$ cat config.mk
export PLATFORM = sky130hd
export DESIGN_NAME = regfile_wb_sched_flat
export DESIGN_NICKNAME = d
export VERILOG_FILES = /design/src/rtl/regfile_wb_sched_if.sv /design/src/rtl/regfile_wb_sched.sv /design/src/flat_wrapper.sv
export SDC_FILE = /design/constraint.sdc
export NUM_CORES = 1
export LEC_CHECK = 0
export ABC_AREA = 1
export CORE_UTILIZATION = 26
export DETAILED_ROUTE_END_ITERATION = 16
export PLACE_DENSITY_LB_ADDON = 0.1
export SYNTH_ARGS = -nofsm -noshare
export SYNTH_HDL_FRONTEND = slang
export SYNTH_SLANG_ARGS = --single-unit
export TNS_END_PERCENT = 1
$ cat constraint.sdc
create_clock -name clk -period 6.99 [get_ports clk]
set_input_delay 1.398 -clock clk [delete_from_list [all_inputs] [get_ports clk]]
set_output_delay 1.398 -clock clk [all_outputs]
set_load 0.05 [all_outputs]
$ cat src/rtl/regfile_wb_sched_if.sv
// Write-back scheduler bus: pipeline/long-latency write requests, issue tracking,
// decode scoreboard queries and the register-file write port.
interface regfile_wb_sched_if #(
  parameter int DATA_W = 32
);
  logic              pipe_valid;
  logic [4:0]        pipe_addr;
  logic [DATA_W-1:0] pipe_data;

  logic              lu_valid;
  logic              lu_ready;
  logic [4:0]        lu_addr;
  logic [DATA_W-1:0] lu_data;

  logic              iss_valid;
  logic [4:0]        iss_addr;

  logic [4:0]        q_addr1;
  logic [4:0]        q_addr2;
  logic              q_busy1;
  logic              q_busy2;

  logic              stall_req;

  logic              rf_we;
  logic [4:0]        rf_waddr;
  logic [DATA_W-1:0] rf_wdata;

  modport master (
    output pipe_valid, pipe_addr, pipe_data,
    output lu_valid, lu_addr, lu_data,
    input  lu_ready,
    output iss_valid, iss_addr,
    output q_addr1, q_addr2,
    input  q_busy1, q_busy2,
    input  stall_req,
    input  rf_we, rf_waddr, rf_wdata
  );

  modport slave (
    input  pipe_valid, pipe_addr, pipe_data,
    input  lu_valid, lu_addr, lu_data,
    output lu_ready,
    input  iss_valid, iss_addr,
    input  q_addr1, q_addr2,
    output q_busy1, q_busy2,
    output stall_req,
    output rf_we, rf_waddr, rf_wdata
  );
endinterface

$ cat src/rtl/regfile_wb_sched.sv
// Register-file write-port arbiter (pipe over queued long-latency results) with a busy scoreboard.
// Latency: pipe 1 cycle, queued result 2 cycles; lu_ready = !full, stall_req asks the pipe to yield.
module regfile_wb_sched #(
  parameter int DATA_W       = 32,
  parameter int FIFO_DEPTH   = 2,
  parameter int STARVE_LIMIT = 4
) (
  input logic               clk,
  input logic               rst,
  regfile_wb_sched_if.slave bus
);
  localparam int         PTR_W = $clog2(FIFO_DEPTH);
  localparam logic [2:0] LIMIT = 3'(STARVE_LIMIT);

  logic [4:0]        q_addr_mem [FIFO_DEPTH];
  logic [DATA_W-1:0] q_data_mem [FIFO_DEPTH];
  logic [PTR_W:0]    wr_ptr, rd_ptr;
  logic              empty, full, push, pop;

  logic              win_vld, win_lu;
  logic [4:0]        win_addr;
  logic [DATA_W-1:0] win_data;

  logic              rf_we_q, out_lu;
  logic [4:0]        rf_waddr_q;
  logic [DATA_W-1:0] rf_wdata_q;

  logic [31:0]       busy, busy_nxt;
  logic [2:0]        starve, starve_nxt;
  logic              stall_q;

  // Pointers carry one extra wrap bit so full and empty are distinguishable.
  assign empty = (wr_ptr == rd_ptr);
  assign full  = (wr_ptr[PTR_W] != rd_ptr[PTR_W]) &&
                 (wr_ptr[PTR_W-1:0] == rd_ptr[PTR_W-1:0]);
  assign push  = bus.lu_valid && !full;
  assign pop   = !bus.pipe_valid && !empty;

  always_ff @(posedge clk) begin
    if (push) begin
      q_addr_mem[wr_ptr[PTR_W-1:0]] <= bus.lu_addr;
      q_data_mem[wr_ptr[PTR_W-1:0]] <= bus.lu_data;
    end
  end

  always_ff @(posedge clk or negedge rst) begin
    if (!rst) begin
      wr_ptr <= '0;
      rd_ptr <= '0;
    end else begin
      if (push) wr_ptr <= wr_ptr + (PTR_W+1)'(1);
      if (pop)  rd_ptr <= rd_ptr + (PTR_W+1)'(1);
    end
  end

  always_comb begin
    win_vld  = bus.pipe_valid || !empty;
    win_lu   = !bus.pipe_valid;
    win_addr = bus.pipe_valid ? bus.pipe_addr : q_addr_mem[rd_ptr[PTR_W-1:0]];
    win_data = bus.pipe_valid ? bus.pipe_data : q_data_mem[rd_ptr[PTR_W-1:0]];
  end

  // Writes to r0 still consume their slot but never assert the write enable.
  always_ff @(posedge clk or negedge rst) begin
    if (!rst) begin
      rf_we_q    <= 1'b0;
      rf_waddr_q <= '0;
      rf_wdata_q <= '0;
      out_lu     <= 1'b0;
    end else if (win_vld) begin
      rf_we_q    <= (win_addr != 5'd0);
      rf_waddr_q <= win_addr;
      rf_wdata_q <= win_data;
      out_lu     <= win_lu;
    end else begin
      rf_we_q    <= 1'b0;
      out_lu     <= 1'b0;
    end
  end

  // Clear lands on the edge the file commits; a same-address issue overrides it.
  always_comb begin
    busy_nxt = busy;
    if (rf_we_q && out_lu) busy_nxt[rf_waddr_q] = 1'b0;
    if (bus.iss_valid && (bus.iss_addr != 5'd0)) busy_nxt[bus.iss_addr] = 1'b1;
  end

  always_comb begin
    starve_nxt = '0;
    if (bus.pipe_valid && !empty)
      starve_nxt = (starve == 3'd7) ? starve : starve + 3'd1;
  end

  always_ff @(posedge clk or negedge rst) begin
    if (!rst) begin
      busy    <= '0;
      starve  <= '0;
      stall_q <= 1'b0;
    end else begin
      busy    <= busy_nxt;
      starve  <= starve_nxt;
      stall_q <= (starve_nxt >= LIMIT);
    end
  end

  assign bus.lu_ready  = !full;
  assign bus.q_busy1   = (bus.q_addr1 != 5'd0) && busy[bus.q_addr1];
  assign bus.q_busy2   = (bus.q_addr2 != 5'd0) && busy[bus.q_addr2];
  assign bus.stall_req = stall_q;
  assign bus.rf_we     = rf_we_q;
  assign bus.rf_waddr  = rf_waddr_q;
  assign bus.rf_wdata  = rf_wdata_q;
endmodule

$ cat src/flat_wrapper.sv
// flat-port wrapper written by rule: the top's interface ports become plain ports
module regfile_wb_sched_flat 
#(
  parameter int DATA_W       = 32,
  parameter int FIFO_DEPTH   = 2,
  parameter int STARVE_LIMIT = 4
)
  (clk, rst, bus_pipe_valid, bus_pipe_addr, bus_pipe_data, bus_lu_valid, bus_lu_addr, bus_lu_data, bus_lu_ready, bus_iss_valid, bus_iss_addr, bus_q_addr1, bus_q_addr2, bus_q_busy1, bus_q_busy2, bus_stall_req, bus_rf_we, bus_rf_waddr, bus_rf_wdata);
  regfile_wb_sched_if #(.DATA_W(DATA_W)) bus_i ();
  input logic clk;
  input logic rst;
  input wire logic [$bits(bus_i.pipe_valid)-1:0] bus_pipe_valid;
  input wire logic [$bits(bus_i.pipe_addr)-1:0] bus_pipe_addr;
  input wire logic [$bits(bus_i.pipe_data)-1:0] bus_pipe_data;
  input wire logic [$bits(bus_i.lu_valid)-1:0] bus_lu_valid;
  input wire logic [$bits(bus_i.lu_addr)-1:0] bus_lu_addr;
  input wire logic [$bits(bus_i.lu_data)-1:0] bus_lu_data;
  output wire logic [$bits(bus_i.lu_ready)-1:0] bus_lu_ready;
  input wire logic [$bits(bus_i.iss_valid)-1:0] bus_iss_valid;
  input wire logic [$bits(bus_i.iss_addr)-1:0] bus_iss_addr;
  input wire logic [$bits(bus_i.q_addr1)-1:0] bus_q_addr1;
  input wire logic [$bits(bus_i.q_addr2)-1:0] bus_q_addr2;
  output wire logic [$bits(bus_i.q_busy1)-1:0] bus_q_busy1;
  output wire logic [$bits(bus_i.q_busy2)-1:0] bus_q_busy2;
  output wire logic [$bits(bus_i.stall_req)-1:0] bus_stall_req;
  output wire logic [$bits(bus_i.rf_we)-1:0] bus_rf_we;
  output wire logic [$bits(bus_i.rf_waddr)-1:0] bus_rf_waddr;
  output wire logic [$bits(bus_i.rf_wdata)-1:0] bus_rf_wdata;
  assign bus_i.pipe_valid = bus_pipe_valid;
  assign bus_i.pipe_addr = bus_pipe_addr;
  assign bus_i.pipe_data = bus_pipe_data;
  assign bus_i.lu_valid = bus_lu_valid;
  assign bus_i.lu_addr = bus_lu_addr;
  assign bus_i.lu_data = bus_lu_data;
  assign bus_lu_ready = bus_i.lu_ready;
  assign bus_i.iss_valid = bus_iss_valid;
  assign bus_i.iss_addr = bus_iss_addr;
  assign bus_i.q_addr1 = bus_q_addr1;
  assign bus_i.q_addr2 = bus_q_addr2;
  assign bus_q_busy1 = bus_i.q_busy1;
  assign bus_q_busy2 = bus_i.q_busy2;
  assign bus_stall_req = bus_i.stall_req;
  assign bus_rf_we = bus_i.rf_we;
  assign bus_rf_waddr = bus_i.rf_waddr;
  assign bus_rf_wdata = bus_i.rf_wdata;
  regfile_wb_sched #(.DATA_W(DATA_W), .FIFO_DEPTH(FIFO_DEPTH), .STARVE_LIMIT(STARVE_LIMIT)) u_core (.clk(clk), .rst(rst), .bus(bus_i));
endmodule
==> impl_metrics.xml, run 1 <==
<?xml version="1.0" encoding="UTF-8"?>
<metrics>
  <group name="clock_network">
    <metric name="cts-buffers-inserted" unit="">17</metric>
    <metric name="clk_root_buffer_cell" unit="">sky130_fd_sc_hd__clkbuf_16</metric>
    <metric name="clk_transition_reported_paths" unit="ns">0.07</metric>
    <metric name="ctsHtreeMaxLevel" unit="">4</metric>
    <metric name="post_cts_buffers" unit="">0</metric>
    <metric name="postCtsResizedCells" unit="">0</metric>
    <metric name="cts_hold_repair.buffers" unit="">0</metric>
    <metric name="clock_tree.buffer_depth" unit="">2</metric>
    <metric name="worstSkewPairLatency" unit="ns">0.42</metric>
    <metric name="cts.sinks" unit="">152</metric>
    <metric name="cts_tree" unit="">yes</metric>
  </group>
  <group name="logic_synthesis">
    <metric name="yosys_warnings" unit="">0</metric>
    <metric name="post_synth_inst_count" unit="">728</metric>
    <metric name="synth_seq_area_share" unit="%">61.1</metric>
    <metric name="library_cells_used_by_synthesis" unit="">28</metric>
    <metric name="ys.flop_type" unit="">sky130_fd_sc_hd__dfrtp_1</metric>
    <metric name="syn-num-nets" unit="">823</metric>
    <metric name="synth_seq_cells" unit="">152</metric>
    <metric name="synth-edff-count" unit="">74</metric>
    <metric name="syn_avg_cell_area" unit="um2">9.38</metric>
    <metric name="synth_async_sr_flop_share" unit="%">51.3</metric>
    <metric name="post_synth_instance_area" unit="um2">6830</metric>
  </group>
  <group name="finish">
    <metric name="diodes" unit="">0</metric>
    <metric name="final_nets" unit="">953</metric>
    <metric name="final_design_area_no_fill" unit="um2">9050</metric>
    <metric name="most-common-layout-cells" unit="">sky130_fd_sc_hd__nand2_1 (245), sky130_fd_sc_hd__clkdlybuf4s50_1 (134), sky130_fd_sc_hd__nand3_1 (100), sky130_fd_sc_hd__dfrtp_1 (78), sky130_fd_sc_hd__edfxtp_1 (74)</metric>
    <metric name="layout.cells.most_common" unit="">sky130_fd_sc_hd__nand2_1</metric>
    <metric name="flow.area_growth_from_synthesis" unit="%">32.6</metric>
    <metric name="drive_above_1_share" unit="%">5.97</metric>
  </group>
  <group name="grt">
    <metric name="grt_pass1_vias" unit="">5584</metric>
    <metric name="grt_first_pass_wirelength" unit="mm">30.9</metric>
    <metric name="total_global_routing_track_utilization" unit="%">15.2</metric>
    <metric name="global_route.overflow_total" unit="">0</metric>
    <metric name="antenna_found_initial" unit="">4</metric>
    <metric name="grt_max_degree" unit="">77</metric>
  </group>
  <group name="timing">
    <metric name="setup_total_negative_slack" unit="ns">0</metric>
    <metric name="worst_hold_margin" unit="ns">0.482</metric>
    <metric name="setup_viol" unit="">0</metric>
    <metric name="fin_worst_skew" unit="ns">0.0105</metric>
    <metric name="fmax" unit="GHz">0.188</metric>
    <metric name="rsz0062_at_grt" unit="">no</metric>
    <metric name="timing.final.crit_share" unit="%">76.2</metric>
    <metric name="max-slew-margin-rel" unit="%">36.9</metric>
    <metric name="worst_slew_pin_slew" unit="ns">0.945</metric>
    <metric name="fin_crit" unit="ns">5.33</metric>
    <metric name="final_max_slew_viol_count" unit="">0</metric>
    <metric name="timing.final.hold_violations" unit="">0</metric>
  </group>
  <group name="floorplanning">
    <metric name="core_area" unit="um2">25500</metric>
    <metric name="io_pins" unit="">136</metric>
    <metric name="initial_utilization" unit="%">26.8</metric>
    <metric name="die_area" unit="um2">26900</metric>
    <metric name="placement_rows" unit="">58</metric>
    <metric name="die_height" unit="um">164</metric>
    <metric name="dieWidth" unit="um">164</metric>
  </group>
  <group name="outcome">
    <metric name="status" unit="">finished, final reports clean</metric>
  </group>
  <group name="run">
    <metric name="drv.max_cap_violation_count" unit="">0</metric>
  </group>
  <group name="setup_path">
    <metric name="path_cells" unit="">clkdlybuf4s50_1 &gt; inv_2 &gt; nand2_1 &gt; nand3_1 &gt; nand2_1 &gt; nand2_1 &gt; nand2_1 &gt; inv_1 &gt; nand2_1 &gt; nand2_1 &gt; nand2_1 &gt; clkdlybuf4s50_1</metric>
    <metric name="path_common_cell" unit="">sky130_fd_sc_hd__nand2_1</metric>
    <metric name="critPathBufInv" unit="">4</metric>
    <metric name="arrival" unit="ns">3.93</metric>
    <metric name="critical_path.max_stage_delay" unit="ns">0.87</metric>
    <metric name="worstSetupPathType" unit="">in -&gt; out</metric>
    <metric name="critPathMaxFanout" unit="">17</metric>
    <metric name="critPathCaptureType" unit="">output port</metric>
    <metric name="worst_path_dominant_cell_family" unit="">buffers and inverters</metric>
    <metric name="crit_slowest_cell" unit="">sky130_fd_sc_hd__clkdlybuf4s50_1</metric>
    <metric name="critPathLaunchType" unit="">primary input</metric>
    <metric name="required" unit="ns">5.59</metric>
  </group>
  <group name="drt">
    <metric name="detail_route.wirelength.met1" unit="mm">9.03</metric>
    <metric name="avgViaCountPerCell" unit="">4.47</metric>
    <metric name="detailroute.via_count" unit="">5374</metric>
    <metric name="detailedRoute.firstIterationViolations" unit="">309</metric>
    <metric name="top_layer_used" unit="">met5</metric>
    <metric name="route.met2.wl" unit="mm">8.85</metric>
    <metric name="finalWirelength" unit="mm">19.3</metric>
    <metric name="route.met3.wl" unit="mm">1.21</metric>
    <metric name="detail_route.wl_per_cell" unit="um">16.0</metric>
    <metric name="drt_pre_antenna_iters" unit="">4</metric>
    <metric name="final_antenna_net_count" unit="">0</metric>
    <metric name="drc" unit="">0</metric>
  </group>
  <group name="pwr">
    <metric name="seq_power_share" unit="%">36.4</metric>
    <metric name="cellPowerDensity" unit="nW/um2">454</metric>
    <metric name="p_leak" unit="uW">0.00370</metric>
    <metric name="p_clk_share" unit="%">22.4</metric>
    <metric name="cellInternalPower" unit="uW">2360</metric>
    <metric name="finalPower" unit="uW">4110</metric>
    <metric name="p_sw_share" unit="%">42.6</metric>
    <metric name="power.share.combinational" unit="%">41.2</metric>
    <metric name="netSwitchingPower" unit="uW">1750</metric>
    <metric name="peakVddDrop" unit="V">0.000201</metric>
  </group>
  <group name="placed_design">
    <metric name="numPortBuffers" unit="">135</metric>
    <metric name="gp_routability_congestion" unit="">0.824</metric>
    <metric name="postPlaceCellArea" unit="um2">8460</metric>
    <metric name="hpwlAfterDp" unit="mm">12.9</metric>
  </group>
  <group name="worst_hold_path">
    <metric name="hold_removal_path_class" unit="">reg -&gt; reg</metric>
  </group>
</metrics>
## synth_stat cells, types with 3 or more instances
master	instances	area share, %
sky130_fd_sc_hd__o21ai_1	3	0.22
sky130_fd_sc_hd__o21ai_0	68	5.0
sky130_fd_sc_hd__inv_2	3	0.16
sky130_fd_sc_hd__nor2_1	17	0.93
sky130_fd_sc_hd__clkbuf_1	8	0.44
sky130_fd_sc_hd__edfxtp_1	74	33
sky130_fd_sc_hd__buf_6	4	0.66
sky130_fd_sc_hd__o211ai_1	33	3.6
sky130_fd_sc_hd__dfrtp_1	78	29
sky130_fd_sc_hd__nand3_1	100	7.3
sky130_fd_sc_hd__buf_2	11	0.81
sky130_fd_sc_hd__nor3_1	3	0.22
sky130_fd_sc_hd__a21oi_1	3	0.22
sky130_fd_sc_hd__nand2_1	245	13
sky130_fd_sc_hd__inv_1	54	3.0
sky130_fd_sc_hd__buf_4	7	0.77
## registers in the layout, indices dropped and copies added (netlist names)
name                  cells
u_core.bus.rf_we          1
u_core.q_addr_mem        10
u_core.starve             2
u_core.rd_ptr             2
u_core.wr_ptr             2
u_core.bus.rf_wdata      32
u_core.q_data_mem        64
u_core.busy              32
u_core.bus.stall_req      1
u_core.bus.rf_waddr       5
u_core.out_lu             1
## stage by stage
step	util, %	worst slack, ns	std cells
2_1_floorplan	-	3.11	728
3_5_place_dp	33.2	1.68	1169
6_report	35.5	1.66	1201
4_1_cts	35.5	1.67	1201
3_3_place_gp	33.2	1.67	1169
5_1_grt	35.5	1.41	1201
## kinds of logic (layout without fill, tap and decap cells)
group / count (synthesis) / count (layout) / share of synthesized area (%)
AND/OR/NAND/NOR: 370 / 370 / 22.5
flip-flops: 152 / 152 / 61.1
AO/OA/AOI/OAI: 110 / 110 / 9.37
buffers and inverters: 90 / 233 / 6.01
XOR/XNOR: 5 / 5 / 0.752
adder cells (fa/ha/maj): 1 / 1 / 0.183
## tightest hold or removal path: cells and delay by family (launching register included)
family	cells	cell delay [ns]
flops	1	0.35
simple gates	2	0.10
## layer usage
layer / vias to the layer above / track usage [%]
met5: - / 0
met4: 6 / 4.00
met3: 15 / 5.00
met2: 129 / 23.6
met1: 2514 / 20.2
li1: 2710 / -
## worst paths after layout
| check | start | to | slack (ns) | depth (start not counted) |
|---|---|---|---|---|
| worst min-delay path | u_core.bus.rf_wdata[10] | u_core.bus.rf_wdata[10] | 0.48 | 2 |
| worst min register to register | u_core.bus.rf_wdata[10] | u_core.bus.rf_wdata[10] | 0.48 | 2 |
| min in group asynchronous | rst | u_core.bus.rf_wdata[6] | 0.89 | 1 |
| worst max-delay path | bus_q_addr1[0] | bus_q_busy1 | 1.66 | 12 |
| worst max register to register | u_core.rd_ptr[0] | u_core.bus.rf_waddr[1] | 4.19 | 5 |
| max in group asynchronous | rst | u_core.busy[30] | 5.04 | 2 |
## power groups by stage
| stage | registers, uW | logic [uW] | clock network [uW] |
|---|---|---|---|
| 2_1_floorplan | 1870 | 772 | 0 |
| 3_3_place_gp | 1510 | 1730 | 0 |
| 3_5_place_dp | 1510 | 1730 | 0 |
| 4_1_cts | 1490 | 1730 | 945 |
| 5_1_grt | 1540 | 1880 | 985 |
| 6_report | 1490 | 1690 | 919 |
## area by class of cell
cell class	count	area [um2]
flip-flops and latches	152	4170
fillers	2573	16400
clock inverters	14	151
inverters	60	228
multi-input cells	486	2250
clock buffers	18	439
well taps	330	413
repair buffers	141	1390
(Power assumes the default switching activity.)
==> run 2: changes to the inputs <==
Clock period 6.99 ns to 5.28 ns, I/O delays scaled along.
==> run 2 against run 1 <==
Count of clock-buffer cells in the layout unchanged. Cell count increased by 0.17%. Wire length decreased by 1.2%. Non-clock buffer count increased by 2. Flip-flop and latch count unchanged. Critical path depth decreased by 1. Critical path type unchanged. Sequential power increased by 33%. Global-route usage decreased by 0.15 points. First-iteration DRC count decreased by 3.9%. Clock power increased by 33%. Die area unchanged. Via count increased by 0.35%.
==> impl_metrics.xml, run 2 (synthesized netlist as in run 1, its figures left out) <==
<?xml version="1.0" encoding="UTF-8"?>
<metrics>
  <group name="grt">
    <metric name="global_route.overflow_total" unit="">0</metric>
    <metric name="antenna_found_initial" unit="">3</metric>
    <metric name="grt_max_degree" unit="">76</metric>
    <metric name="grt_first_pass_wirelength" unit="mm">30.8</metric>
    <metric name="grt_pass1_vias" unit="">5625</metric>
    <metric name="total_global_routing_track_utilization" unit="%">15.0</metric>
  </group>
  <group name="finish">
    <metric name="diodes" unit="">0</metric>
    <metric name="area_of_the_multi_input_gates" unit="um2">2250</metric>
    <metric name="layout.cells.non_filler" unit="">1203</metric>
    <metric name="fill_cells" unit="">2629</metric>
    <metric name="drive_above_1_share" unit="%">6.19</metric>
    <metric name="flow.area_growth_from_synthesis" unit="%">32.7</metric>
    <metric name="final_nets" unit="">955</metric>
    <metric name="largest_register_ffs" unit="">64</metric>
    <metric name="regArea" unit="um2">4170</metric>
    <metric name="layout.cells.most_common" unit="">sky130_fd_sc_hd__nand2_1</metric>
    <metric name="most-common-layout-cells" unit="">sky130_fd_sc_hd__nand2_1 (245), sky130_fd_sc_hd__clkdlybuf4s50_1 (134), sky130_fd_sc_hd__nand3_1 (100), sky130_fd_sc_hd__dfrtp_1 (78), sky130_fd_sc_hd__edfxtp_1 (74)</metric>
  </group>
  <group name="placed_design">
    <metric name="post-place-ws" unit="ns">0.960</metric>
    <metric name="gp_routability_congestion" unit="">0.795</metric>
    <metric name="hpwlAfterDp" unit="mm">12.8</metric>
    <metric name="dp.cells" unit="">1171</metric>
    <metric name="numPortBuffers" unit="">135</metric>
  </group>
  <group name="floorplanning">
    <metric name="dieWidth" unit="um">164</metric>
    <metric name="io_pins" unit="">136</metric>
    <metric name="die_height" unit="um">164</metric>
    <metric name="core_area" unit="um2">25500</metric>
    <metric name="die_area" unit="um2">26900</metric>
    <metric name="placement_rows" unit="">58</metric>
    <metric name="initial_utilization" unit="%">26.8</metric>
  </group>
  <group name="clock_network">
    <metric name="cts_tree" unit="">yes</metric>
    <metric name="cts_hold_repair.buffers" unit="">0</metric>
    <metric name="ctsHtreeMaxLevel" unit="">4</metric>
    <metric name="post_cts_buffers" unit="">0</metric>
    <metric name="cts.sinks" unit="">152</metric>
    <metric name="postCtsResizedCells" unit="">0</metric>
    <metric name="worstSkewPairLatency" unit="ns">0.42</metric>
    <metric name="clock_tree.buffer_depth" unit="">2</metric>
    <metric name="cts-buffers-inserted" unit="">17</metric>
    <metric name="clk_transition_reported_paths" unit="ns">0.06</metric>
    <metric name="clk_root_buffer_cell" unit="">sky130_fd_sc_hd__clkbuf_16</metric>
  </group>
  <group name="timing">
    <metric name="max-slew-margin-rel" unit="%">38.4</metric>
    <metric name="rsz0062_at_grt" unit="">no</metric>
    <metric name="fmax" unit="GHz">0.231</metric>
    <metric name="worst_hold_margin" unit="ns">0.482</metric>
    <metric name="setup_total_negative_slack" unit="ns">0</metric>
    <metric name="fin_crit" unit="ns">4.33</metric>
    <metric name="fin_worst_skew" unit="ns">0.00882</metric>
    <metric name="finalWorstSetupSlack" unit="ns">0.955</metric>
    <metric name="timing.final.crit_share" unit="%">81.9</metric>
    <metric name="worst_slew_pin_slew" unit="ns">0.924</metric>
    <metric name="timing.final.hold_violations" unit="">0</metric>
    <metric name="final_max_slew_viol_count" unit="">0</metric>
    <metric name="setup_viol" unit="">0</metric>
  </group>
  <group name="drt">
    <metric name="detailedRoute.firstIterationViolations" unit="">297</metric>
    <metric name="drt_pre_antenna_iters" unit="">6</metric>
    <metric name="detail_route.wl_per_cell" unit="um">15.8</metric>
    <metric name="drc" unit="">0</metric>
    <metric name="finalWirelength" unit="mm">19.0</metric>
    <metric name="detailroute.via_count" unit="">5393</metric>
    <metric name="final_antenna_net_count" unit="">0</metric>
    <metric name="avgViaCountPerCell" unit="">4.48</metric>
  </group>
  <group name="pwr">
    <metric name="peakVddDrop" unit="V">0.000270</metric>
    <metric name="cellPowerDensity" unit="nW/um2">600</metric>
    <metric name="p_leak" unit="uW">0.00371</metric>
    <metric name="finalPower" unit="uW">5430</metric>
  </group>
  <group name="setup_path">
    <metric name="reg2reg_setup_slack" unit="ns">2.70</metric>
    <metric name="worstReg2RegEnd" unit="">u_core.bus.rf_waddr[1]</metric>
    <metric name="timing.reg2reg.worst_path_depth" unit="">4</metric>
    <metric name="critPathCaptureType" unit="">output port</metric>
    <metric name="worstSetupPathType" unit="">in -&gt; out</metric>
    <metric name="required" unit="ns">4.22</metric>
    <metric name="setup.worst_path.start" unit="">bus_q_addr2[1]</metric>
    <metric name="rr_startpoint" unit="">u_core.wr_ptr[0]</metric>
    <metric name="arrival" unit="ns">3.27</metric>
    <metric name="critPathMaxFanout" unit="">9</metric>
    <metric name="critPathLaunchType" unit="">primary input</metric>
  </group>
  <group name="outcome">
    <metric name="status" unit="">finished, final reports clean</metric>
  </group>
  <group name="worst_hold_path">
    <metric name="hold_path_startpoint" unit="">u_core.bus.rf_wdata[3]</metric>
    <metric name="hold_removal_path_class" unit="">reg -&gt; reg</metric>
    <metric name="worstHoldEndpoint" unit="">u_core.bus.rf_wdata[3]</metric>
    <metric name="min_path_cells" unit="">2</metric>
  </group>
  <group name="run">
    <metric name="drv.max_cap_violation_count" unit="">0</metric>
  </group>
</metrics>
-- run 2: how the worst max path moves through the flow --
stage | end | slack [ns]
3_5_place_dp | bus_q_busy2 | 0.96
3_3_place_gp | bus_q_busy2 | 0.90
5_1_grt | bus_q_busy2 | 0.73
4_1_cts | bus_q_busy2 | 0.94
6_report | bus_q_busy2 | 0.95
2_1_floorplan | bus_q_busy1 | 2.08
-- run 2: through the flow --
stage	instance area (um2)	util, %
after floorplan	6830	-
after global placement	8470	33.3
after detailed placement	8470	33.3
after CTS	9060	35.6
after global routing	9060	35.6
final	9060	35.6
-- run 2: layer usage --
metal	global-route usage, %	up-vias	routed length, um
li1	-	2716	-
met1	19.0	2543	8760
met2	25.3	114	9070
met3	3.91	16	1010
met4	4.04	4	176
met5	0	-	27
-- run 2: report_power, final --
group	total [uW]	internal, uW	switching, uW
sequential	1980	1740	235
clock	1220	682	533
combinational	2240	696	1540
total	5430	3120	2310
-- run 2: final cells by class --
cell class	instances	area share (%)
flip-flops and latches	152	46.1
multi-input cells	486	24.8
repair buffers	143	15.5
clock buffers	18	4.85
well taps	330	4.56
inverters	60	2.51
clock inverters	14	1.64
-- run 2: worst max-delay path, cell delays in order --
cell                              delay [ns]
sky130_fd_sc_hd__clkdlybuf4s50_1        0.68
sky130_fd_sc_hd__clkinv_1               0.32
sky130_fd_sc_hd__nand3_1                0.16
sky130_fd_sc_hd__nand2_1                0.06
sky130_fd_sc_hd__nand2_1                0.05
sky130_fd_sc_hd__nand2_1                0.05
sky130_fd_sc_hd__inv_1                  0.06
sky130_fd_sc_hd__nand2_1                0.05
sky130_fd_sc_hd__nand2_1                0.05
sky130_fd_sc_hd__nand2_1                0.05
sky130_fd_sc_hd__clkdlybuf4s50_1        0.69
==> RTL edit: new RTL, settings of run 2 <==
`DATA_W` is set to 32 in 3 places; all go to 28.
--- a/src/rtl/regfile_wb_sched_if.sv
+++ b/src/rtl/regfile_wb_sched_if.sv
@@ -3,3 +3,3 @@
 interface regfile_wb_sched_if #(
-  parameter int DATA_W = 32
+  parameter int DATA_W = 28
 );
--- a/src/rtl/regfile_wb_sched.sv
+++ b/src/rtl/regfile_wb_sched.sv
@@ -3,3 +3,3 @@
 module regfile_wb_sched #(
-  parameter int DATA_W       = 32,
+  parameter int DATA_W       = 28,
   parameter int FIFO_DEPTH   = 2,
--- a/src/flat_wrapper.sv
+++ b/src/flat_wrapper.sv
@@ -3,3 +3,3 @@
 #(
-  parameter int DATA_W       = 32,
+  parameter int DATA_W       = 28,
   parameter int FIFO_DEPTH   = 2,
Ports: changed (resized bus_lu_data, bus_pipe_data and bus_rf_wdata); port bits go from 136 to 124. The function was not compared with the original's and may differ.
==> RTL edit against run 2 <==
- power decreased by 6.3%
- synthesized area decreased by 7.1%
- first-iteration DRC count down 9.4%
- final cell count is 5.0% lower
- synthesized cell count down 5.1%
- setup slack improved by 0.13 ns
- non-clock buffer count down 14
- cell area shrank 6.6%
- sequential cell count fell by 12
- routed wire length shrank 5.6%
- sequential share of layout area is 0.78 points lower
- critical path type unchanged
- largest cell class unchanged
- largest power group unchanged
==> RTL edit: results (changes against run 2) <==
Maximum VDD drop = 0.316 mV (was 0.270 mV)
Largest net degree at the start of global routing = 75 (was 76)
Worst Reg-to-Reg Cells = 4 (unchanged)
Vias in the first global route = 5305 (was 5625)
Crit path DAT = 3.14 ns (was 3.27 ns)
Hold Crit Depth = 2 (unchanged)
Vias per inst = 4.47 (was 4.48)
Worst R2R Start = u_core.wr_ptr[1] (was u_core.wr_ptr[0])
Root buffer cell = clkbuf_16 (unchanged)
DP Worst Slack = 1.10 ns (was 0.960 ns)
Routability cong. = 0.874 (was 0.795)
Drt first pass iters = 4 (was 6)
Largest register FFs = 56 (was 64)
Setup slack, reg-to-reg = 2.83 ns (was 2.70 ns)
First-pass GRT wire length = 29.1 mm (was 30.8 mm)
Post-layout min period = 4.19 ns (was 4.33 ns)
Port buffer count = 123 (was 135)
Area of placed instances = 7860 um2 (was 8470 um2)
Crit path to = bus_q_busy1 (was bus_q_busy2)
Synthesized area per cell = 9.18 um2 (was 9.38 um2)
# fillers = 2480 (was 2629)
Slew HR = 23.1% (was 38.4%)
Worst skew pair latency = 0.42 ns (about the same)
Ys async rst share = 52.9% (was 51.3%)
Register area share after synthesis = 60.4% (was 61.1%)
Wirelength, routed = 18.0 mm (was 19.0 mm)
Hold WS = 0.483 ns (was 0.482 ns)
Top cells by count, synth = nand2_1, nand3_1, dfrtp_1 (unchanged)
HPWL Detailed = 12.6 mm (was 12.8 mm)
Post-synth cell types = 24 (was 28)
Min-Delay Startpoint = u_core.bus.rf_wdata[3] (unchanged)
Clock Skews = 0.0108 ns (was 0.00882 ns)
CP Launch Point = bus_q_addr1[1] (was bus_q_addr2[1])
Status = finished, final reports clean (unchanged)
Leakage = 3.49 nW (was 3.71 nW)
GRT Util Overall = 15.5% (was 15.0%)
DP Cell Count = 1110 (was 1171)
Multi-input gate area = 2130 um2 (was 2250 um2)
Synth top area cells = edfxtp_1, dfrtp_1, nand2_1, nand3_1, o21ai_0 (unchanged)
Layout cells sized above 1 = 5.35% (was 6.19%)
Number of flops mapped to enable cells by yosys = 66 (was 74)
Post-Syn Nets = 778 (was 823)
Initial DRC count = 269 (was 297)
Via count = 5104 (was 5393)
Post-layout nets = 897 (was 955)
[RTL edit: layout make-up]
class	count	area share, %
clock inverter	11	1.68
multi-input combinational	462	25.1
tap	319	4.71
clock buffer	21	5.44
inverter	60	2.66
timing repair buffer	129	15.0
sequential	140	45.3
antenna	1	0.0296
[RTL edit: layer usage]
metal	GRT usage (%)	share of wire [%]	vias up
met1	18.6	43	2401
met2	26.1	49	135
met5	0	0	-
met4	5.36	1.1	0
li1	-	-	2555
met3	4.82	7.0	13
[RTL edit: cells by family after synthesis]
family / share of synthesized area (%)
fa+ha+maj: 0.197
compound gates: 9.54
xor+xnor: 0.809
simple gates: 22.8
buf+inv: 6.23
flops: 60.4
[RTL edit: critical path: cells and delay by family]
family                 cells  cell delay (ns)
AND/OR/NAND/NOR            7             0.46
buffers and inverters      5             1.60
[RTL edit: report_power, final]
part	leakage, nW	internal, mW	total [mW]	switching, mW
Clock	0.294	0.765	1.21	0.442
Sequential	1.44	1.61	1.84	0.227
Combinational	1.75	0.633	2.05	1.42
